===== config.mk =====
export PLATFORM = sky130hd
export DESIGN_NAME = rob_param
export DESIGN_NICKNAME = d
export VERILOG_FILES = /design/src/rtl/rob_param.sv
export SDC_FILE = /design/constraint.sdc
export NUM_CORES = 2
export LEC_CHECK = 0
export BUFFER_PORTS_ARGS = -buffer_cell sky130_fd_sc_hd__buf_2
export CAP_MARGIN = 30
export CORE_MARGIN = 2
export CORE_UTILIZATION = 49
export DETAILED_ROUTE_END_ITERATION = 10
export GPL_TIMING_DRIVEN = 1
export PLACE_DENSITY = 0.66
export SYNTH_ARGS = -nofsm -noshare
export SYNTH_HDL_FRONTEND = slang
export SYNTH_SLANG_ARGS = --single-unit

===== constraint.sdc =====
create_clock -name clk -period 4.3 [get_ports clk]
set_input_delay 0 -clock clk [delete_from_list [all_inputs] [get_ports clk]]
set_output_delay 0 -clock clk [all_outputs]
set_load 0.02 [all_outputs]

===== src/rtl/rob_param.sv =====
// Parametrised in-order reorder buffer: one allocation, two writeback ports and
// one in-order retirement per cycle, with a store release handshake and mispredict flush.
module rob_param #(
  parameter int DEPTH  = 32,
  parameter int TAG_W  = $clog2(DEPTH),
  parameter int NAME_W = 5,
  parameter int DATA_W = 32,
  parameter int ADDR_W = 32
) (
  input  logic              clk,
  input  logic              rst_n,
  input  logic              rdy,
  input  logic              alloc_valid,
  output logic              alloc_ready,
  output logic [TAG_W-1:0]  alloc_tag,
  input  logic [NAME_W-1:0] alloc_rd,
  input  logic              alloc_is_store,
  input  logic              alloc_is_br,
  input  logic              alloc_pred,
  input  logic              wb0_valid,
  input  logic [TAG_W-1:0]  wb0_tag,
  input  logic [DATA_W-1:0] wb0_data,
  input  logic              wb0_taken,
  input  logic [ADDR_W-1:0] wb0_npc,
  input  logic              wb1_valid,
  input  logic [TAG_W-1:0]  wb1_tag,
  input  logic [DATA_W-1:0] wb1_data,
  output logic              commit_valid,
  output logic [NAME_W-1:0] commit_rd,
  output logic [DATA_W-1:0] commit_data,
  output logic [TAG_W-1:0]  commit_tag,
  output logic              store_req,
  output logic [TAG_W-1:0]  store_tag,
  input  logic              store_ack,
  output logic              flush,
  output logic [ADDR_W-1:0] flush_pc,
  output logic [TAG_W:0]    count,
  output logic              empty
);

  localparam logic [TAG_W:0]   DEPTH_C = (TAG_W+1)'(DEPTH);
  localparam logic [TAG_W:0]   CNT_ONE = (TAG_W+1)'(1);
  localparam logic [TAG_W-1:0] TAG_ONE = TAG_W'(1);

  logic [DEPTH-1:0]  busy_q, ready_q, is_store_q, is_br_q, pred_q, taken_q;
  logic [NAME_W-1:0] rd_q   [DEPTH];
  logic [DATA_W-1:0] data_q [DEPTH];
  logic [ADDR_W-1:0] npc_q  [DEPTH];

  logic [TAG_W-1:0]  head_q, tail_q;
  logic [TAG_W:0]    count_q, count_d;
  logic              commit_valid_q, flush_q;
  logic [NAME_W-1:0] commit_rd_q;
  logic [DATA_W-1:0] commit_data_q;
  logic [TAG_W-1:0]  commit_tag_q;
  logic [ADDR_W-1:0] flush_pc_q;

  logic head_ok, mispredict, normal_retire, store_retire, retire, alloc_fire;

  // Handshakes: alloc transfers on alloc_valid && alloc_ready at a rising edge with
  // rdy high; a store is released on store_req && store_ack at such an edge.
  assign head_ok       = busy_q[head_q] && ready_q[head_q];
  assign mispredict    = head_ok && !is_store_q[head_q] && is_br_q[head_q] &&
                         (taken_q[head_q] != pred_q[head_q]);
  assign normal_retire = head_ok && !is_store_q[head_q];
  assign store_retire  = head_ok && is_store_q[head_q] && store_ack;
  assign retire        = normal_retire || store_retire;
  assign alloc_ready   = (count_q < DEPTH_C) && !mispredict;
  assign alloc_fire    = alloc_valid && alloc_ready;

  always_comb begin
    count_d = count_q;
    if (alloc_fire && !retire)      count_d = count_q + CNT_ONE;
    else if (!alloc_fire && retire) count_d = count_q - CNT_ONE;
  end

  always_ff @(posedge clk or negedge rst_n) begin
    if (!rst_n) begin
      busy_q         <= '0;
      ready_q        <= '0;
      is_store_q     <= '0;
      is_br_q        <= '0;
      pred_q         <= '0;
      taken_q        <= '0;
      for (int i = 0; i < DEPTH; i++) begin
        rd_q[i]   <= '0;
        data_q[i] <= '0;
        npc_q[i]  <= '0;
      end
      head_q         <= '0;
      tail_q         <= '0;
      count_q        <= '0;
      commit_valid_q <= 1'b0;
      commit_rd_q    <= '0;
      commit_data_q  <= '0;
      commit_tag_q   <= '0;
      flush_q        <= 1'b0;
      flush_pc_q     <= '0;
    end else if (rdy) begin
      commit_valid_q <= normal_retire;
      flush_q        <= mispredict;
      if (normal_retire) begin
        commit_rd_q   <= rd_q[head_q];
        commit_data_q <= data_q[head_q];
        commit_tag_q  <= head_q;
      end
      if (mispredict) begin
        // Everything younger than the branch is wrong-path work.
        flush_pc_q <= npc_q[head_q];
        busy_q     <= '0;
        ready_q    <= '0;
        head_q     <= '0;
        tail_q     <= '0;
        count_q    <= '0;
      end else begin
        // wb0 is applied last so it wins a same-tag collision.
        if (wb1_valid && busy_q[wb1_tag]) begin
          ready_q[wb1_tag] <= 1'b1;
          data_q[wb1_tag]  <= wb1_data;
        end
        if (wb0_valid && busy_q[wb0_tag]) begin
          ready_q[wb0_tag] <= 1'b1;
          data_q[wb0_tag]  <= wb0_data;
          taken_q[wb0_tag] <= wb0_taken;
          npc_q[wb0_tag]   <= wb0_npc;
        end
        if (retire) begin
          busy_q[head_q]  <= 1'b0;
          ready_q[head_q] <= 1'b0;
          head_q          <= head_q + TAG_ONE;
        end
        if (alloc_fire) begin
          busy_q[tail_q]     <= 1'b1;
          ready_q[tail_q]    <= 1'b0;
          rd_q[tail_q]       <= alloc_rd;
          is_store_q[tail_q] <= alloc_is_store;
          is_br_q[tail_q]    <= alloc_is_br;
          pred_q[tail_q]     <= alloc_pred;
          taken_q[tail_q]    <= 1'b0;
          tail_q             <= tail_q + TAG_ONE;
        end
        count_q <= count_d;
      end
    end else begin
      commit_valid_q <= 1'b0;
      flush_q        <= 1'b0;
    end
  end

  assign alloc_tag    = tail_q;
  assign store_req    = head_ok && is_store_q[head_q];
  assign store_tag    = head_q;
  assign commit_valid = commit_valid_q;
  assign commit_rd    = commit_rd_q;
  assign commit_data  = commit_data_q;
  assign commit_tag   = commit_tag_q;
  assign flush        = flush_q;
  assign flush_pc     = flush_pc_q;
  assign count        = count_q;
  assign empty        = (count_q == '0);

endmodule


* After elaboration in Yosys (flattened, before gate mapping)
Cells that the tools add are included.
** Storage, ports and cells
- Bits in registers :: 2492
- Input port bits :: 122
- Output and inout bits :: 95
- Word-level logic and storage cells :: 262
** Operators by class
- Add/subtract/negate cells :: 4
- $lt $le $gt $ge :: 16
- Equal/unequal tests :: 1
- Mux-type cells :: 80
- Bitwise logic cells :: 14
- Reduce and logical (&&, ||, !) cells :: 36
** Operators by type and width (number)
- $mux W1024 :: 4
- $bwmux W1024 :: 3
- $mux W32 :: 26
- $bmux W32 S5 :: 2
- $demux W32 S5 :: 2
- $bwmux W160 :: 1
- $and A32 B32 Y32 :: 4
- $bwmux W32 :: 4
- $or A32 B32 Y32 :: 3
- $not A32 Y32 :: 2
- $bmux W1 S5 :: 8
- $mux W5 :: 7
- $bmux W5 S5 :: 1
- $demux W5 S5 :: 1
- $ge A6 B6 Y1 const B :: 4
- $lt A5 B6 Y1 const B :: 4
- $not A5 Y6 :: 4
- $demux W1 S5 :: 4
- $ge A5 B1 Y1 const B :: 4
- $logic_and A1 B1 Y1 :: 19
- $lt A6 B1 Y1 const B :: 3
- $mux W6 :: 3
- $mux W1 :: 14
- $reduce_and A2 Y1 :: 6
- other kinds (12) :: 18

* Longest topological paths before layout
- Word-level depth :: 19
- Mapped depth :: 18
- Gate-level depth less buffers :: 14

* Worst setup path after synthesis
OpenSTA, ideal clock, no wires.
- Path type :: register to register
- Start point :: register head_q[1] (netlist: store_tag[1])
- End point :: register count_q[5] (netlist: count[5])
- Library setup time :: 0.066 ns
- Arrival :: 3.993 ns
- Data required time :: 4.234 ns
- Path slack :: 0.241 ns
- Cell stages (with the launch flop) :: 19
- Buffers on the path :: 4
- Clock period less this slack :: 4.059 ns
- Path through :: dfrtp_1 -> clkbuf_1 -> buf_4 -> buf_2 -> buf_2 -> mux2i_1 -> o22ai_1 -> nor4_1 -> a22oi_1 -> a21oi_1 -> inv_1 -> ha_1 -> a21o_1 -> a21oi_1 -> o21bai_1 -> a21o_1 -> or3_1 -> mux2i_1 -> a221o_1
** Between the ends
- Word-level cells in the longest chain between the ends :: 13
- Elaborated cells between the ends (all ways) :: 32
- Those cells by class :: eq/ne (1); mux (14); reduce/logical (17)
** Ends and longest elaborated chain
- start, declared :: RTL line 50 : logic [TAG_W-1:0] head_q, tail_q;
- start signal, assigned :: RTL line 130 : head_q <= head_q + TAG_ONE;
- $bmux W1 S5 (on tied branches)
- $mux W1 (on tied branches)
- $logic_and A1 B1 Y1 or $logic_not A1 Y1 (tied branches) :: RTL line 62, 63, 65
- $logic_and A1 B1 Y1 :: RTL line 63, 65
- $logic_and A1 B1 Y1 (2 in a row) :: RTL line 63 : assign mispredict = head_ok && !is_store_q[head_q] && is_br_q[head_q] &&
- $logic_not A1 Y1 :: RTL line 68 : assign alloc_ready = (count_q < DEPTH_C) && !mispredict;
- $logic_and A1 B1 Y1 :: RTL line 68
- $logic_and A1 B1 Y1 :: RTL line 69 : assign alloc_fire = alloc_valid && alloc_ready;
- $logic_not A1 Y1 :: RTL line 74 : else if (!alloc_fire && retire) count_d = count_q - CNT_ONE;
- $logic_and A1 B1 Y1 :: RTL line 74
- $reduce_bool A3 Y1 (no source line)
- $reduce_and A2 Y1 (no source line)
- end signal, assigned :: RTL line 142 : count_q <= count_d;
- end, declared :: RTL line 51 : logic [TAG_W:0] count_q, count_d;
Parallel ways exist; a longest one is shown, timed or not. The select of a mux whose other input is x is not followed.
A chain may end at the register's enable or synchronous reset.

* Worst setup path in the final report
- Start point :: register head_q[1] (netlist: store_tag[1])
- End point :: register data_q[581] (netlist bit)
** Between the ends
- Word-level cells in the longest chain between the ends :: 8
- Elaborated cells between the ends (all ways) :: 20
- Those cells by class :: eq/ne (1); mux (12); bitwise (1); reduce/logical (6)
** Ends and longest elaborated chain
- $bmux W1 S5 (on tied branches) :: RTL line 62, 63
- $mux W1 (on tied branches) :: RTL line 62, 63
- $logic_and A1 B1 Y1 or $logic_not A1 Y1 (tied branches) :: RTL line 62, 63
- $logic_and A1 B1 Y1 (2 in a row) :: RTL line 63
- $logic_and A1 B1 Y1 (*) :: RTL line 63
- $not A1 Y1 (no source line) (*)
- $reduce_and A2 Y1 (no source line) (*)
- end signal, assigned by index :: RTL line 119 : data_q[wb1_tag] <= wb1_data;
- end signal, assigned by index :: RTL line 123 : data_q[wb0_tag] <= wb0_data;
- end, declared :: RTL line 47 : logic [DATA_W-1:0] data_q [DEPTH];
Every way passes the cells marked *; elsewhere a longest branch is shown, timed or not. The select of a mux whose other input is x is not followed.

==> flow_summary.html <==
<table>
<tr><th>Metric</th><th>Value</th></tr>
<tr><th colspan="2">Synthesis</th></tr>
<tr><td>Commonest register cell after synthesis</td><td>sky130_fd_sc_hd__dfrtp_1</td></tr>
<tr><td>Number of standard cells after synthesis</td><td>between 9000 and 10000</td></tr>
<tr><td>Xor and xnor fraction of the mapped netlist area</td><td>0.0213%</td></tr>
<tr><td>Mapped Area</td><td>124000 um2</td></tr>
<tr><td>Area share of the largest cell type after synthesis</td><td>50.5%</td></tr>
<tr><td>Register area share after synthesis</td><td>50.5%</td></tr>
<tr><td>Area share of and/or/nand/nor cells after synthesis</td><td>4.19%</td></tr>
<tr><td>Synthesized-area fraction occupied by ao, oa, aoi and oai cells</td><td>17.7%</td></tr>
<tr><td>Combinational family with the most area after synthesis</td><td>multiplexers</td></tr>
<tr><td>Count of state elements after synthesis</td><td>~2500</td></tr>
<tr><td>Net count of the mapped netlist</td><td>9858</td></tr>
<tr><td>Post-synth EDFFs</td><td>0</td></tr>
<tr><td>Mean post-synth cell area</td><td>12.7 um2</td></tr>
<tr><td>Count of yosys warnings during synthesis</td><td>0</td></tr>
<tr><td>Count of different cell masters after synthesis</td><td>81</td></tr>
<tr><td>Post-synthesis adder-cell area fraction</td><td>0.138%</td></tr>
<tr><td>Cell with the most instances after synthesis</td><td>sky130_fd_sc_hd__dfrtp_1</td></tr>
<tr><td>Async set or reset register ratio after synthesis</td><td>100%</td></tr>
<tr><td>Ranking of synthesized cells by instance count</td><td>sky130_fd_sc_hd__dfrtp_1, sky130_fd_sc_hd__mux2_2, sky130_fd_sc_hd__o22ai_1</td></tr>
<tr><td>Mux cell area share after synthesis</td><td>23.2%</td></tr>
<tr><td>Synth area leader</td><td>sky130_fd_sc_hd__dfrtp_1</td></tr>
<tr><td>Top area cells in the synthesized netlist</td><td>sky130_fd_sc_hd__dfrtp_1, sky130_fd_sc_hd__mux2_2, sky130_fd_sc_hd__mux4_2</td></tr>
<tr><th colspan="2">Layout</th></tr>
<tr><td>Nets</td><td>around 9900</td></tr>
<tr><td>Footprint of the multi-input gates</td><td>between 50000 and 60000 um2</td></tr>
<tr><td>Sequential cell area</td><td>62400 um2</td></tr>
<tr><td>Fill cells</td><td>19900</td></tr>
<tr><td>Ratio of cells with drive above 1 in the final layout</td><td>32.8%</td></tr>
<tr><td>Area Growth Syn to Fin</td><td>16.2%</td></tr>
<tr><th colspan="2">GRT</th></tr>
<tr><td>Combined global-route utilization of all metal layers</td><td>37.0%</td></tr>
<tr><td>Vias in the first global route</td><td>approximately 100k</td></tr>
<tr><td>Initial antenna violation count</td><td>40</td></tr>
<tr><td>Overflow after GRT</td><td>0</td></tr>
<tr><td>Pin count of the biggest net entering global routing</td><td>170</td></tr>
<tr><td>First-pass GRT wire length</td><td>roughly 700000 um</td></tr>
<tr><th colspan="2">Pwr</th></tr>
<tr><td>Net switching fraction of the power</td><td>31.7%</td></tr>
<tr><td>Total power per unit cell area</td><td>531 nW/um2</td></tr>
<tr><td>Net Switching</td><td>24200 uW</td></tr>
<tr><td>Clk network pwr share</td><td>32.2%</td></tr>
<tr><td>Leakage</td><td>0.0621 uW</td></tr>
<tr><td>Internal power</td><td>52100 uW</td></tr>
<tr><td>Maximum ir drop on the vdd rail</td><td>approximately 0.00056 V</td></tr>
<tr><td>Combinational share of power</td><td>28.0%</td></tr>
<tr><td>Fraction of power consumed by sequential logic</td><td>39.8%</td></tr>
<tr><td>Power, Total</td><td>76300 uW</td></tr>
<tr><th colspan="2">STA</th></tr>
<tr><td>RSZ-0062 raised after global routing</td><td>no</td></tr>
<tr><td>Share of the clock period used by the worst path after layout</td><td>between 90 and 100%</td></tr>
<tr><td>Tmin final</td><td>4.21 ns</td></tr>
<tr><td>Clock skew</td><td>0.0904 ns</td></tr>
<tr><td>Top achievable clock speed</td><td>237 MHz</td></tr>
<tr><td>Final-report setup violation count</td><td>0</td></tr>
<tr><td>Hold Violations, Final</td><td>0</td></tr>
<tr><td>Worst slew pin tran</td><td>1.20 ns</td></tr>
<tr><td>Max transition margin</td><td>19.7%</td></tr>
<tr><td>Final-layout setup total negative slack</td><td>0 ns</td></tr>
<tr><td>Max-slew violation total from the final report</td><td>0</td></tr>
<tr><th colspan="2">Routing</th></tr>
<tr><td>Number of remaining DRC errors</td><td>0</td></tr>
<tr><td>WL final</td><td>483000 um</td></tr>
<tr><td>Length of the first detailed-routing pass in iterations</td><td>9</td></tr>
<tr><td>Antenna-violating nets left</td><td>0</td></tr>
<tr><td>Number of DRC markers in iteration 0</td><td>14300</td></tr>
<tr><td>Routed vias/inst</td><td>7.42</td></tr>
<tr><td>WL per Instance</td><td>36.2 um</td></tr>
<tr><td>Count of vias placed by the detailed router</td><td>98900</td></tr>
<tr><th colspan="2">Placement</th></tr>
<tr><td>Placed wire-length estimate after detailed placement</td><td>287000 um</td></tr>
<tr><td>Placer's final routability congestion estimate</td><td>between 0.9 and 1</td></tr>
<tr><td>Port Buffers</td><td>216</td></tr>
<tr><th colspan="2">Outcome</th></tr>
<tr><td>Run status</td><td>finished, final reports clean</td></tr>
<tr><th colspan="2">Worst hold path</th></tr>
<tr><td>Tightest Hold Check Type</td><td>in2async</td></tr>
<tr><th colspan="2">Critical path</th></tr>
<tr><td>Element type at the critical path start</td><td>flip-flop</td></tr>
<tr><td>Sort of element at the end of the critical path</td><td>flip-flop</td></tr>
<tr><td>Type of the worst setup path</td><td>reg2reg</td></tr>
<tr><td>Crit path required time</td><td>roughly 5 ns</td></tr>
<tr><td>Arrival time at the worst endpoint</td><td>5.06 ns</td></tr>
<tr><td>Largest fanout of any net on the critical path</td><td>15</td></tr>
<tr><th colspan="2">CTS</th></tr>
<tr><td>Buffers from clock root to sink, at most</td><td>4</td></tr>
<tr><td>Clock buffers created by TritonCTS</td><td>288</td></tr>
<tr><td>Clock tree from TritonCTS</td><td>built</td></tr>
<tr><td>H-tree depth</td><td>5</td></tr>
<tr><td>Root buffer cell</td><td>sky130_fd_sc_hd__clkbuf_16</td></tr>
<tr><td>Total clock sinks</td><td>2492</td></tr>
<tr><td>Clock transition at path regs</td><td>around 0.06 ns</td></tr>
<tr><td>Later-pin clock latency in the skew report</td><td>1.00 ns</td></tr>
<tr><th colspan="2">Floorplanning</th></tr>
<tr><td>Die outline area</td><td>256000 um2</td></tr>
<tr><td>Die outline width</td><td>506 um</td></tr>
<tr><td>Std cell rows</td><td>184</td></tr>
<tr><td>Die Y-Extent</td><td>approximately 510 um</td></tr>
<tr><td>Num ports</td><td>217</td></tr>
<tr><td>Effective utilization at floorplan</td><td>49.2%</td></tr>
<tr><td>Core footprint</td><td>251000 um2</td></tr>
<tr><th colspan="2">Run</th></tr>
<tr><td>Max_cap viols</td><td>0</td></tr>
</table>
==> routing by layer <==
layer	routed length, um	track usage [%]
met2	211000	54.5
met3	60200	11.7
met1	174000	47.2
met5	288	0.259
met4	37700	24.4
==> per-stage QoR <==
step | util, % | cells | instance area, um2 | hold slack [ns] | setup slack (ns)
2_1_floorplan | - | 9723 | 124000 | -0.296 | 0.241
3_3_place_gp | 52.8 | 12700 | 132000 | 0.112 | 0.112
3_5_place_dp | 52.8 | 12700 | 133000 | 0.102 | 0.218
4_1_cts | 57.1 | 13300 | 143000 | 0.0410 | 0.000244
5_1_grt | 57.2 | 13300 | 143000 | 0.122 | 0.0200
6_report | 57.2 | 13300 | 144000 | 0.118 | 0.0869
==> timing repair <==
| action | CTS | global route |
|---|---|---|
| hold buffers | 153 | 0 |
| pin swaps | 0 | 1 |
| setup endpoints to repair | 1 | 2 |
| buffers inserted | 4 | 2 |
| resized for setup | 9 | 4 |
| endpoints found under the hold margin | 4271 | 0 |
| cloned | 0 | 2 |
==> state kept, by name, indices dropped and copies added (netlist names) <==
register	cells
flush_pc	32
alloc_tag	5
ready_q	32
taken_q	32
commit_valid	1
commit_tag	5
commit_rd	5
count	6
is_br_q	32
is_store_q	32
rd_q	160
npc_q	1024
flush	1
pred_q	32
data_q	1024
commit_data	32
store_tag	5
busy_q	32
==> path summary, 6_finish.rpt <==
| path | start | end | slack, ns | depth (start not counted) |
|---|---|---|---|---|
| max in group asynchronous | rst_n | npc_q[169] | 3.12 | 3 |
| worst max-delay path | store_tag[1] | data_q[581] | 0.09 | 13 |
| min in group clk | alloc_valid | count[5] | 0.13 | 5 |
| worst min-delay path | rst_n | data_q[975] | 0.12 | 3 |
| worst min register to register | npc_q[809] | npc_q[809] | 0.49 | 1 |
| worst max register to register | store_tag[1] | data_q[581] | 0.09 | 13 |
==> power groups by stage <==
stage	clock network, uW	logic, uW	registers (uW)
after global placement	0	20400	30300
after floorplan	0	14200	29800
after CTS	24700	20900	30200
after detailed placement	0	20800	30500
after global routing	25700	22200	30700
final	24600	21300	30400
==> worst max-delay path: stages (launching register included) <==
cell                        delay, ns
sky130_fd_sc_hd__dfrtp_4         0.52
sky130_fd_sc_hd__buf_4           0.32
sky130_fd_sc_hd__mux2i_1         0.38
sky130_fd_sc_hd__o22ai_1         0.15
sky130_fd_sc_hd__nor4_1          0.50
sky130_fd_sc_hd__buf_4           0.20
sky130_fd_sc_hd__a211o_1         0.20
sky130_fd_sc_hd__a211oi_4        0.10
sky130_fd_sc_hd__buf_4           0.17
sky130_fd_sc_hd__clkbuf_16       0.17
sky130_fd_sc_hd__buf_4           0.15
sky130_fd_sc_hd__a211oi_4        0.77
sky130_fd_sc_hd__buf_4           0.29
sky130_fd_sc_hd__a2bb2oi_1       0.17
==> cell usage in the layout, fill, tap and decap left out, types with 157 or more instances in the layout <==
master / instances
sky130_fd_sc_hd__buf_4: 321
sky130_fd_sc_hd__o22ai_1: 916
sky130_fd_sc_hd__buf_12: 261
sky130_fd_sc_hd__clkbuf_16: 297
sky130_fd_sc_hd__nor3_1: 157
sky130_fd_sc_hd__buf_2: 214
sky130_fd_sc_hd__a2bb2oi_1: 888
sky130_fd_sc_hd__a31oi_1: 192
sky130_fd_sc_hd__nor2_1: 239
sky130_fd_sc_hd__mux4_2: 553
sky130_fd_sc_hd__mux2_2: 1280
sky130_fd_sc_hd__o21ai_0: 300
sky130_fd_sc_hd__dfrtp_1: 2487
==> logic make-up after synthesis <==
| group | Yosys count |
|---|---|
| mux | 1999 |
| compound gates | 2995 |
| fa+ha+maj | 13 |
| simple gates | 959 |
| xor+xnor | 3 |
| flops | 2492 |
| buf+inv | 1262 |
==> layout make-up <==
class | count | share of cell area [%]
flip-flops and latches | 2492 | 43.5
well taps | 3348 | 2.92
multi-input cells | 5969 | 39.7
clock inverters | 82 | 0.694
clock buffers | 400 | 5.74
diodes | 21 | 0.0366
inverters | 57 | 0.153
repair buffers | 963 | 7.30
Note: power is estimated with default switching activity, not from simulation.
